[src/rtl/fc_pkg.sv]
// Shared definitions for the streamed neuron family (fc/pool/conv successors).
//   fc_state_t : control FSM states of the streamed neuron.
//   sat_signed : clamps a wide signed value to the range of a signed
//                field that is `width` bits wide (width <= SAT_MAX_W).
package fc_pkg;

    typedef enum logic [1:0] {
        IDLE  = 2'd0,
        ACCUM = 2'd1,
        BIAS  = 2'd2,
        DONE  = 2'd3
    } fc_state_t;

    localparam int SAT_MAX_W = 128;

    function automatic logic signed [SAT_MAX_W-1:0] sat_signed(
        input logic signed [SAT_MAX_W-1:0] value,
        input int                          width
    );
        logic signed [SAT_MAX_W-1:0] one_v;
        logic signed [SAT_MAX_W-1:0] hi_v;
        logic signed [SAT_MAX_W-1:0] lo_v;
        logic signed [SAT_MAX_W-1:0] res_v;
        one_v = 128'sd1;
        hi_v  = (one_v <<< (width - 1)) - one_v;
        lo_v  = -(one_v <<< (width - 1));
        if (value > hi_v) begin
            res_v = hi_v;
        end else if (value < lo_v) begin
            res_v = lo_v;
        end else begin
            res_v = value;
        end
        return res_v;
    endfunction

endpackage

[src/rtl/fc_neuron_stream_if.sv]
// Bus bundle of the streamed neuron: start strobe, input beat stream
// (in_valid/in_ready, in_data, w_data), bias, result stream
// (out_valid/out_ready, out_data) and busy status.
//   master : the feeding/consuming side (feature buffer + argmax).
//   slave  : the neuron itself.
interface fc_neuron_stream_if #(
    parameter int LANES = 1,
    parameter int IN_W  = 30,
    parameter int W_W   = 9,
    parameter int OUT_W = 38
);
    logic                    start;
    logic                    in_valid;
    logic                    in_ready;
    logic [LANES*IN_W-1:0]   in_data;
    logic [LANES*W_W-1:0]    w_data;
    logic [W_W-1:0]          bias;
    logic [OUT_W-1:0]        out_data;
    logic                    out_valid;
    logic                    out_ready;
    logic                    busy;

    modport master (
        output start, in_valid, in_data, w_data, bias, out_ready,
        input  in_ready, out_data, out_valid, busy
    );

    modport slave (
        input  start, in_valid, in_data, w_data, bias, out_ready,
        output in_ready, out_data, out_valid, busy
    );
endinterface

[src/rtl/fc_lane_sum.sv]
// Combinational dot product of one beat: LANES signed activation x weight
// products summed at full precision.
//   in_data : LANES x IN_W signed activations, lane 0 in the LSBs
//   w_data  : LANES x W_W signed weights, lane-aligned with in_data
//   sum     : signed sum, IN_W+W_W+$clog2(LANES)+1 bits (cannot overflow)
module fc_lane_sum #(
    parameter int LANES = 1,
    parameter int IN_W  = 30,
    parameter int W_W   = 9,
    localparam int PROD_W = IN_W + W_W,
    localparam int SUM_W  = IN_W + W_W + $clog2(LANES) + 1
) (
    input  logic [LANES*IN_W-1:0]   in_data,
    input  logic [LANES*W_W-1:0]    w_data,
    output logic signed [SUM_W-1:0] sum
);

    logic signed [IN_W-1:0]   a_s;
    logic signed [W_W-1:0]    b_s;
    logic signed [PROD_W-1:0] p_s;
    logic signed [SUM_W-1:0]  acc_s;

    // Multiply every lane and reduce the products into one signed sum.
    always_comb begin
        a_s   = '0;
        b_s   = '0;
        p_s   = '0;
        acc_s = '0;
        for (int k = 0; k < LANES; k++) begin
            a_s   = $signed(in_data[k*IN_W +: IN_W]);
            b_s   = $signed(w_data[k*W_W +: W_W]);
            p_s   = a_s * b_s;
            acc_s = acc_s + SUM_W'(p_s);
        end
    end

    assign sum = acc_s;

endmodule

[src/rtl/fc_neuron_stream.sv]
// Streamed fully-connected neuron. Accumulates N_IN input/weight products,
// LANES per accepted beat, adds the bias, optionally applies ReLU and
// saturates to OUT_W bits.
//   clk : rising-edge clock
//   rst : synchronous active-high reset
//   bus : fc_neuron_stream_if slave (start, in_valid/in_ready, in_data,
//         w_data, bias, out_valid/out_ready, out_data, busy)
module fc_neuron_stream
    import fc_pkg::*;
#(
    parameter int N_IN  = 3136,
    parameter int LANES = 1,
    parameter int IN_W  = 30,
    parameter int W_W   = 9,
    parameter int OUT_W = 38,
    parameter int RELU  = 0
) (
    input  logic               clk,
    input  logic               rst,
    fc_neuron_stream_if.slave  bus
);

    localparam int ACC_W = IN_W + W_W + $clog2(N_IN);
    localparam int RES_W = ACC_W + 1;
    localparam int SUM_W = IN_W + W_W + $clog2(LANES) + 1;
    localparam int BEATS = N_IN / LANES;
    localparam int CNT_W = (BEATS > 1) ? $clog2(BEATS) : 1;
    localparam logic [CNT_W-1:0] LAST_BEAT = CNT_W'(BEATS - 1);

    if ((N_IN % LANES) != 0) begin : g_cfg_check
        $fatal(1, "fc_neuron_stream: N_IN must be a multiple of LANES");
    end

    fc_state_t                state_r;
    logic signed [ACC_W-1:0]  acc_r;
    logic [CNT_W-1:0]         cnt_r;
    logic [OUT_W-1:0]         out_data_r;
    logic                     out_valid_r;
    logic                     in_ready_r;
    logic                     busy_r;

    logic signed [SUM_W-1:0]  lane_sum_s;
    logic signed [W_W-1:0]    bias_s;
    logic signed [RES_W-1:0]  res_s;
    logic signed [RES_W-1:0]  relu_s;
    logic [OUT_W-1:0]         sat_s;

    fc_lane_sum #(
        .LANES (LANES),
        .IN_W  (IN_W),
        .W_W   (W_W)
    ) u_lane_sum (
        .in_data (bus.in_data),
        .w_data  (bus.w_data),
        .sum     (lane_sum_s)
    );

    assign bias_s = $signed(bus.bias);

    // Final result: accumulator plus bias, optional ReLU, clamp to OUT_W.
    always_comb begin
        res_s  = RES_W'(acc_r) + RES_W'(bias_s);
        relu_s = res_s;
        if ((RELU != 0) && res_s[RES_W-1]) begin
            relu_s = '0;
        end else begin
            relu_s = res_s;
        end
        sat_s = OUT_W'(sat_signed(SAT_MAX_W'(relu_s), OUT_W));
    end

    // Control FSM with accumulator, beat counter and registered outputs.
    always_ff @(posedge clk) begin
        if (rst) begin
            state_r     <= IDLE;
            acc_r       <= '0;
            cnt_r       <= '0;
            out_data_r  <= '0;
            out_valid_r <= 1'b0;
            in_ready_r  <= 1'b0;
            busy_r      <= 1'b0;
        end else begin
            case (state_r)
                IDLE: begin
                    if (bus.start) begin
                        state_r    <= ACCUM;
                        acc_r      <= '0;
                        cnt_r      <= '0;
                        in_ready_r <= 1'b1;
                        busy_r     <= 1'b1;
                    end else begin
                        state_r    <= IDLE;
                    end
                end
                ACCUM: begin
                    // in_ready_r mirrors the ACCUM state, so it gates acceptance.
                    if (bus.in_valid && in_ready_r) begin
                        acc_r <= acc_r + ACC_W'(lane_sum_s);
                        cnt_r <= cnt_r + 1'b1;
                        if (cnt_r == LAST_BEAT) begin
                            state_r    <= BIAS;
                            in_ready_r <= 1'b0;
                        end else begin
                            state_r    <= ACCUM;
                        end
                    end else begin
                        state_r <= ACCUM;
                    end
                end
                BIAS: begin
                    out_data_r  <= sat_s;
                    out_valid_r <= 1'b1;
                    state_r     <= DONE;
                end
                DONE: begin
                    if (bus.out_ready) begin
                        out_valid_r <= 1'b0;
                        busy_r      <= 1'b0;
                        state_r     <= IDLE;
                    end else begin
                        state_r     <= DONE;
                    end
                end
                default: begin
                    state_r     <= IDLE;
                    out_valid_r <= 1'b0;
                    in_ready_r  <= 1'b0;
                    busy_r      <= 1'b0;
                end
            endcase
        end
    end

    assign bus.in_ready  = in_ready_r;
    assign bus.out_data  = out_data_r;
    assign bus.out_valid = out_valid_r;
    assign bus.busy      = busy_r;

endmodule
[src/flat_wrapper.sv]
// flat-port wrapper written by rule: the top's interface ports become plain ports
module fc_neuron_stream_flat import fc_pkg::*;
#(
    parameter int N_IN  = 3136,
    parameter int LANES = 1,
    parameter int IN_W  = 30,
    parameter int W_W   = 9,
    parameter int OUT_W = 38,
    parameter int RELU  = 0
)
  (clk, rst, bus_start, bus_in_valid, bus_in_data, bus_w_data, bus_bias, bus_out_ready, bus_in_ready, bus_out_data, bus_out_valid, bus_busy);
  fc_neuron_stream_if #(.LANES(LANES), .IN_W(IN_W), .W_W(W_W), .OUT_W(OUT_W)) bus_i ();
  input  logic clk;
  input  logic rst;
  input wire logic [$bits(bus_i.start)-1:0] bus_start;
  input wire logic [$bits(bus_i.in_valid)-1:0] bus_in_valid;
  input wire logic [$bits(bus_i.in_data)-1:0] bus_in_data;
  input wire logic [$bits(bus_i.w_data)-1:0] bus_w_data;
  input wire logic [$bits(bus_i.bias)-1:0] bus_bias;
  input wire logic [$bits(bus_i.out_ready)-1:0] bus_out_ready;
  output wire logic [$bits(bus_i.in_ready)-1:0] bus_in_ready;
  output wire logic [$bits(bus_i.out_data)-1:0] bus_out_data;
  output wire logic [$bits(bus_i.out_valid)-1:0] bus_out_valid;
  output wire logic [$bits(bus_i.busy)-1:0] bus_busy;
  assign bus_i.start = bus_start;
  assign bus_i.in_valid = bus_in_valid;
  assign bus_i.in_data = bus_in_data;
  assign bus_i.w_data = bus_w_data;
  assign bus_i.bias = bus_bias;
  assign bus_i.out_ready = bus_out_ready;
  assign bus_in_ready = bus_i.in_ready;
  assign bus_out_data = bus_i.out_data;
  assign bus_out_valid = bus_i.out_valid;
  assign bus_busy = bus_i.busy;
  fc_neuron_stream #(.N_IN(N_IN), .LANES(LANES), .IN_W(IN_W), .W_W(W_W), .OUT_W(OUT_W), .RELU(RELU)) u_core (.clk(clk), .rst(rst), .bus(bus_i));
endmodule
[config.mk]
export PLATFORM = sky130hd
export DESIGN_NAME = fc_neuron_stream_flat
export DESIGN_NICKNAME = d
export VERILOG_FILES = /design/src/rtl/fc_pkg.sv /design/src/rtl/fc_neuron_stream_if.sv /design/src/rtl/fc_lane_sum.sv /design/src/rtl/fc_neuron_stream.sv /design/src/flat_wrapper.sv
export SDC_FILE = /design/constraint.sdc
export NUM_CORES = 1
export LEC_CHECK = 0
export BUFFER_PORTS_ARGS = -buffer_cell sky130_fd_sc_hd__buf_2
export CAP_MARGIN = 15
export CELL_PAD_IN_SITES_DETAIL_PLACEMENT = 0
export CELL_PAD_IN_SITES_GLOBAL_PLACEMENT = 1
export CORE_ASPECT_RATIO = 1.75
export CORE_MARGIN = 10
export CORE_UTILIZATION = 53
export DETAILED_ROUTE_END_ITERATION = 16
export PLACE_DENSITY = 0.89
export SLEW_MARGIN = 5
export SYNTH_ARGS = -nofsm -noshare
export SYNTH_HDL_FRONTEND = slang
export SYNTH_SLANG_ARGS = --single-unit
[constraint.sdc]
create_clock -name clk -period 17.3 [get_ports clk]
set_input_delay 1.73 -clock clk [delete_from_list [all_inputs] [get_ports clk]]
set_output_delay 1.73 -clock clk [all_outputs]
set_load 0.05 [all_outputs]
==> out/metrics.yaml, run 1 <==
cp_data_required_time_ns: 17.59
gp_congestion: 0.9819
syn-num-nets: 2883
hold_violations: 0
clock_skew_ns: 0.02341
grt_max_degree: 93
drtIter0Drc: 839
slew_violations: 0
cts_max_path_buffers: 2
wire_per_inst_um: 19.43
instances_no_fill: 2854
max_slew_margin: 0.2606
grt_usage: 0.2487
layout_commonest_cell: "inv_1"
ys_async_sr_fraction: 0
crit_fanout: 30
finalCriticalPeriod_ns: 8.241
netlist_instances: 2384
crit_type: "primary input to register"
multi_input_area_um2: 15430
preCtsSetupSlack_ns: 8.731
drt-pass1-iter-count: 7
synth-edff-count: 0
ff_latch_area_um2: 2122
grt_overflow: 0
powerDensity_nw_per_um2: 175.4
path_buf_inv: 6
syn_to_final_growth_pct: 4.706
design_power_total_uw: 3594
synth.distinct_cells: 81
p_leak_uw: 0.01005
route.detailed.drc: 0
layout.nets: 2873
cts-root-buf: "clkbuf_16"
cts.clk_slew.worst_paths_ns: 0.09
setup_slack_ns: 9.059
start_kind: "primary input"
rsz0062_at_grt: "no"
post-place-cells: 2838
clk_latency_ns: 0.38
htreeDepth: 3
reg2reg_slack_ns: 12.11
hold_class: "register to register"
path_cells: "buf_2 -> nand2_1 -> fa_1 -> inv_1 -> fa_1 -> inv_1 -> fa_1 -> inv_1 -> fa_1 -> inv_1 -> fa_1 -> inv_1 -> ha_1 -> a21oi_1 -> nor2b_1 -> o21ai_0 -> nand2b_1 -> a21oi_1 -> a31o_2 -> a41oi_1 -> a31oi_1 -> xor2_1 -> o21ai_0"
outcome: "complete, no violations"
cp_slowest_cell: "fa_1"
post-cts-setup-buffers: 0
tns_ns: 0
diodes: 0
drt-total-wl_mm: 55.46
ys_seq_area_frac: 0.1084
stdcell_area_um2: 20490
arrival_ns: 8.53
max_freq_ghz: 0.1213
ios: 94
ys.flop_type: "dfxtp_1"
avgSynthCellArea_um2: 8.209
grt_pass1_vias: 17970
ant_nets: 0
antenna_found_initial: 0
ys_ff_latch: 106
place.port_buffers: 93
vias: 16660
dp_hpwl_mm: 46.31
die_w_um: 165.3
slowest_delay_ns: 0.93
setup_viol_count_final: 0
peakVddDrop_mv: 0.2401
syn_area_um2: 19570
grt_pass1_wl_mm: 90.31
final.period_utilization: 0.4764
placed_area_um2: 20160
die-area_um2: 45310
max_cap_viol_count: 0
synth_warnings: 0
nFillCells: 3443
clock-sinks: 106
critPathTopFamily: "adder cells"
initial_utilization: 0.5339
setup.worst_path.end_class: "register"
numCtsBuffers: 9
worst-slew-pin-transition_ns: 1.108
core-area_um2: 36650
cts_hold_buf: 0
cts_tree: "done"
rows: 93
layout-drive-gt1-share: 0.07608
cts-resized-gates: 0
viasPerCell: 5.837
die_h_um: 274.2
final_cell_mix: "inv_1 (394), nand2_1 (286), fa_1 (279)"
[area by class of cell]
type / instances / area share
repair buffers: 102 / 0.02613
clock buffers: 9 / 0.01099
well taps: 475 / 0.02900
inverters: 394 / 0.07217
clock inverters: 7 / 0.005129
multi-input cells: 1761 / 0.7530
flip-flops and latches: 106 / 0.1036
[power breakdown]
| group | total (uW) | internal (uW) | switching [uW] |
|---|---|---|---|
| clock | 232 | 118 | 113 |
| sequential | 293 | 262 | 30.9 |
| combinational | 3070 | 1230 | 1840 |
| total | 3590 | 1620 | 1980 |
[registers in the layout, indices dropped and copies added, names as in the netlist]
register              cells
u_core.bus.in_ready       1
u_core.acc_r             51
u_core.bus.out_valid      1
u_core.state_r            2
u_core.bus.out_data      38
u_core.bus.busy           1
u_core.cnt_r             12
[final timing paths]
path / start / end / cells after the start
min reg2reg: u_core.cnt_r[1] / u_core.cnt_r[1] / 2
max reg2reg: u_core.acc_r[8] / u_core.acc_r[47] / 19
min: u_core.cnt_r[1] / u_core.cnt_r[1] / 2
max: bus_w_data[0] / u_core.acc_r[47] / 23
[Yosys cell counts, types with 8 or more instances]
cell      count  area share
a21oi_1     114       0.029
clkbuf_1     95       0.018
o32ai_2      31       0.026
o21ai_0      78       0.020
a21boi_0      9      0.0035
o21ai_1       8      0.0020
ha_1        167        0.11
a211oi_1     20      0.0077
xnor2_1      50       0.022
nand4_1      38       0.012
a31oi_1      16      0.0051
o211ai_1      8      0.0031
nor2_1      190       0.036
fa_1        279        0.29
nand2_1     286       0.055
nand3_1      30      0.0077
inv_1       394       0.076
nand2b_1     13      0.0042
dfxtp_1     106        0.11
a22oi_1      24      0.0092
o21a_1       12      0.0046
and2_1       79       0.025
or3_1        33       0.011
and3_1       26      0.0083
nor3_1       28      0.0072
nor2b_1      10      0.0032
xor2_1       36       0.016
buf_2        12      0.0031
a21o_1       49       0.019
o21bai_1     20      0.0077
[metal layers]
metal	GRT usage	vias up	routed length (um)
met3	0.01697	154	1279
met5	0	-	0
met1	0.2462	8344	18650
met2	0.4924	371	32470
li1	-	7790	-
met4	0.1300	0	3067
[per-stage QoR]
step / utilization / hold WS (ns)
after floorplan: - / 0.4465
after detailed placement: 0.5500 / 0.4737
after CTS: 0.5590 / 0.4865
final: 0.5590 / 0.4914
after global placement: 0.5500 / 0.4576
after global routing: 0.5590 / 0.5328
[worst reg2reg max path: cells and delay by family (launching register included)]
family	cells	cell delay (ns)
DFF	1	0.37
xor gates and xnor gates	1	0.16
and+or+nand+nor	1	0.19
AOI/OAI and AO/OA	9	2.20
buffers and inverters	4	0.25
adders and majority gates	4	1.89
[cells by family after synthesis]
group	count (synthesis)	share of synthesized area
xor gates and xnor gates	86	0.03849
DFF	106	0.1084
AOI/OAI and AO/OA	459	0.1712
and+or+nand+nor	764	0.1829
adders and majority gates	446	0.3922
muxes	6	0.003197
buffers and inverters	517	0.1036
Note: power is estimated with default switching activity, not from simulation.
==> run 2, diff against run 1 <==
--- a/config.mk
+++ b/config.mk
@@ -11,9 +11,9 @@
 export CELL_PAD_IN_SITES_GLOBAL_PLACEMENT = 1
 export CORE_ASPECT_RATIO = 1.75
 export CORE_MARGIN = 10
-export CORE_UTILIZATION = 53
+export CORE_UTILIZATION = 44
 export DETAILED_ROUTE_END_ITERATION = 16
-export PLACE_DENSITY = 0.89
+export PLACE_DENSITY = 0.79
 export SLEW_MARGIN = 5
 export SYNTH_ARGS = -nofsm -noshare
 export SYNTH_HDL_FRONTEND = slang
==> constraint.sdc (replaced) <==
create_clock -name clk -period 7.34 [get_ports clk]
set_input_delay 0.734 -clock clk [delete_from_list [all_inputs] [get_ports clk]]
set_output_delay 0.734 -clock clk [all_outputs]
set_load 0.05 [all_outputs]
==> out/metrics.yaml, run 2 (synthesis gave the netlist of run 1 again) <==
dp_hpwl_mm: 47.92  # +3.5%
hold_violations: 0  # unchanged
clock-sinks: 106  # unchanged
largest_reg_flops: 51  # unchanged
layout.nets: 2891  # +0.63%
viasPerCell: 5.584  # -4.3%
ff_latch_area_um2: 2122  # unchanged
grt_usage: 0.2083  # -0.04040
syn_to_final_growth_pct: 5.946
p_sw_uw: 4701  # +140%
min_path_cells: 2  # unchanged
clk_latency_ns: 0.37  # about the same
grt_overflow: 0  # unchanged
place.port_buffers: 93  # unchanged
clock_skew_ns: 0.01111  # -0.01231 ns
antenna_found_initial: 0  # unchanged
tns_ns: 0  # unchanged
reg2regPathDepth: 19  # unchanged
grt_pass1_wl_mm: 91.29  # +1.1%
max_freq_ghz: 0.1471
vias: 16580  # -0.48%
cp_data_required_time_ns: 7.56  # -10.03 ns
rsz0062_at_grt: "no"
diodes: 0  # unchanged
gp_congestion: 0.9516  # -3.1%
nFillCells: 4482  # +30%
ios: 94  # unchanged
drt-total-wl_mm: 56.37  # +1.6%
cts_tree: "done"
comb_power_share: 0.860  # +0.006
peakVddDrop_mv: 0.3178  # +32%
wire_per_inst_um: 18.99  # -2.3%
layout_commonest_cell: "inv_1"
drt-pass1-iter-count: 6  # -1
multi_input_area_um2: 15430  # unchanged
core-area_um2: 44160  # +20%
seq_power_share: 0.081  # about the same
crit_fanout: 30  # unchanged
final_cell_mix: "inv_1 (394), nand2_1 (286), fa_1 (279)"
setup.worst_path.end_class: "register"
initial_utilization: 0.4432  # -0.09073
clkPwrFrac: 0.059  # -0.005
netSwitchingFraction: 0.5516  # +0.001007
rows: 102  # +9.7%
ant_nets: 0  # unchanged
arrival_ns: 7.02  # -1.51 ns
regMostFlops: "u_core.acc_r"
final.period_utilization: 0.9263
worst-slew-pin-transition_ns: 0.9100  # -0.1979 ns
cts-root-buf: "clkbuf_16"
cts_hold_buf: 0  # unchanged
crit_type: "primary input to register"
die_h_um: 299.0  # +9.0%
die-area_um2: 53640  # +18%
outcome: "complete, no violations"
setup_viol_count_final: 0  # unchanged
grt_max_degree: 68  # -27%
post-place-cells: 2953  # +4.1%
drtIter0Drc: 808  # -3.7%
grt_pass1_vias: 17480  # -2.8%
max_slew_margin: 0.3933  # +0.1328
start_kind: "primary input"
instances_no_fill: 2969  # +4.0%
post-cts-setup-buffers: 0  # unchanged
cts_max_path_buffers: 2  # unchanged
die_w_um: 179.4  # +8.6%
slew_violations: 0  # unchanged
powerDensity_nw_per_um2: 411.0  # +130%
finalCriticalPeriod_ns: 6.799
layout-drive-gt1-share: 0.08302  # +0.006938
p_leak_uw: 0.01013  # +0.81%
p_int_uw: 3821  # +140%
route.detailed.drc: 0  # unchanged
cts-resized-gates: 0  # unchanged
htreeDepth: 3  # unchanged
numCtsBuffers: 9  # unchanged
max_cap_viol_count: 0  # unchanged
whs_ns: 0.4738  # -0.01760 ns
hold_class: "register to register"
cts.clk_slew.worst_paths_ns: 0.08  # about the same
## run 2: final cells by class
class                           count  area share
Timing Repair Buffer              120     0.03295
Sequential cell                   106      0.1023
Clock inverter                      6    0.003138
Tap cell                          572     0.03452
Clock buffer                       10     0.01153
Inverter                          394     0.07133
Multi-Input combinational cell   1761      0.7442
## run 2: through the flow
| stage | cell area, um^2 | utilization | setup WS [ns] | power (uW) |
|---|---|---|---|---|
| after floorplan | 19570 | - | 0.8459 | 6275 |
| after global placement | 20430 | 0.4627 | 0.2620 | 7954 |
| after global routing | 20730 | 0.4695 | 0.1570 | 9572 |
| after CTS | 20730 | 0.4695 | 0.5577 | 8580 |
| final | 20730 | 0.4695 | 0.5412 | 8521 |
| after detailed placement | 20430 | 0.4627 | 0.1859 | 8018 |
## run 2: metal layers
metal  track usage  routed length [um]
met1        0.1959               18570
met2        0.4319               33620
met3       0.01295                1155
met4        0.1082                3038
met5             0                   0
## run 2: worst paths after layout
path | start | endpoint | slack (ns)
worst max register to register | u_core.acc_r[8] | u_core.acc_r[37] | 2.19
worst min register to register | u_core.cnt_r[1] | u_core.cnt_r[1] | 0.47
worst min-delay path | u_core.cnt_r[1] | u_core.cnt_r[1] | 0.47
worst max-delay path | bus_w_data[7] | u_core.acc_r[37] | 0.54
## run 2: power by group through the flow
stage               combinational [uW]  sequential, uW  clock (uW)
finish                            7330             690         505
global route                      8340             693         541
CTS                               7370             692         518
detailed placement                7310             705           0
global placement                  7250             705           0
floorplan                         5610             662           0
## run 2: critical path, stage by stage
cell and delay, ns:
buf_2 0.43, nand2_1 0.14, fa_1 0.51, fa_1 0.56
inv_1 0.06, fa_1 0.50, fa_1 0.56, inv_1 0.06
fa_1 0.54, inv_1 0.04, ha_1 0.35, a211oi_1 0.26
o21bai_1 0.13, o311ai_0 0.47, a21oi_1 0.17, o21ai_0 0.31
nor2b_1 0.25, o21ai_0 0.27, a21oi_1 0.28, o21bai_1 0.13
xnor2_1 0.14, o21ai_0 0.09
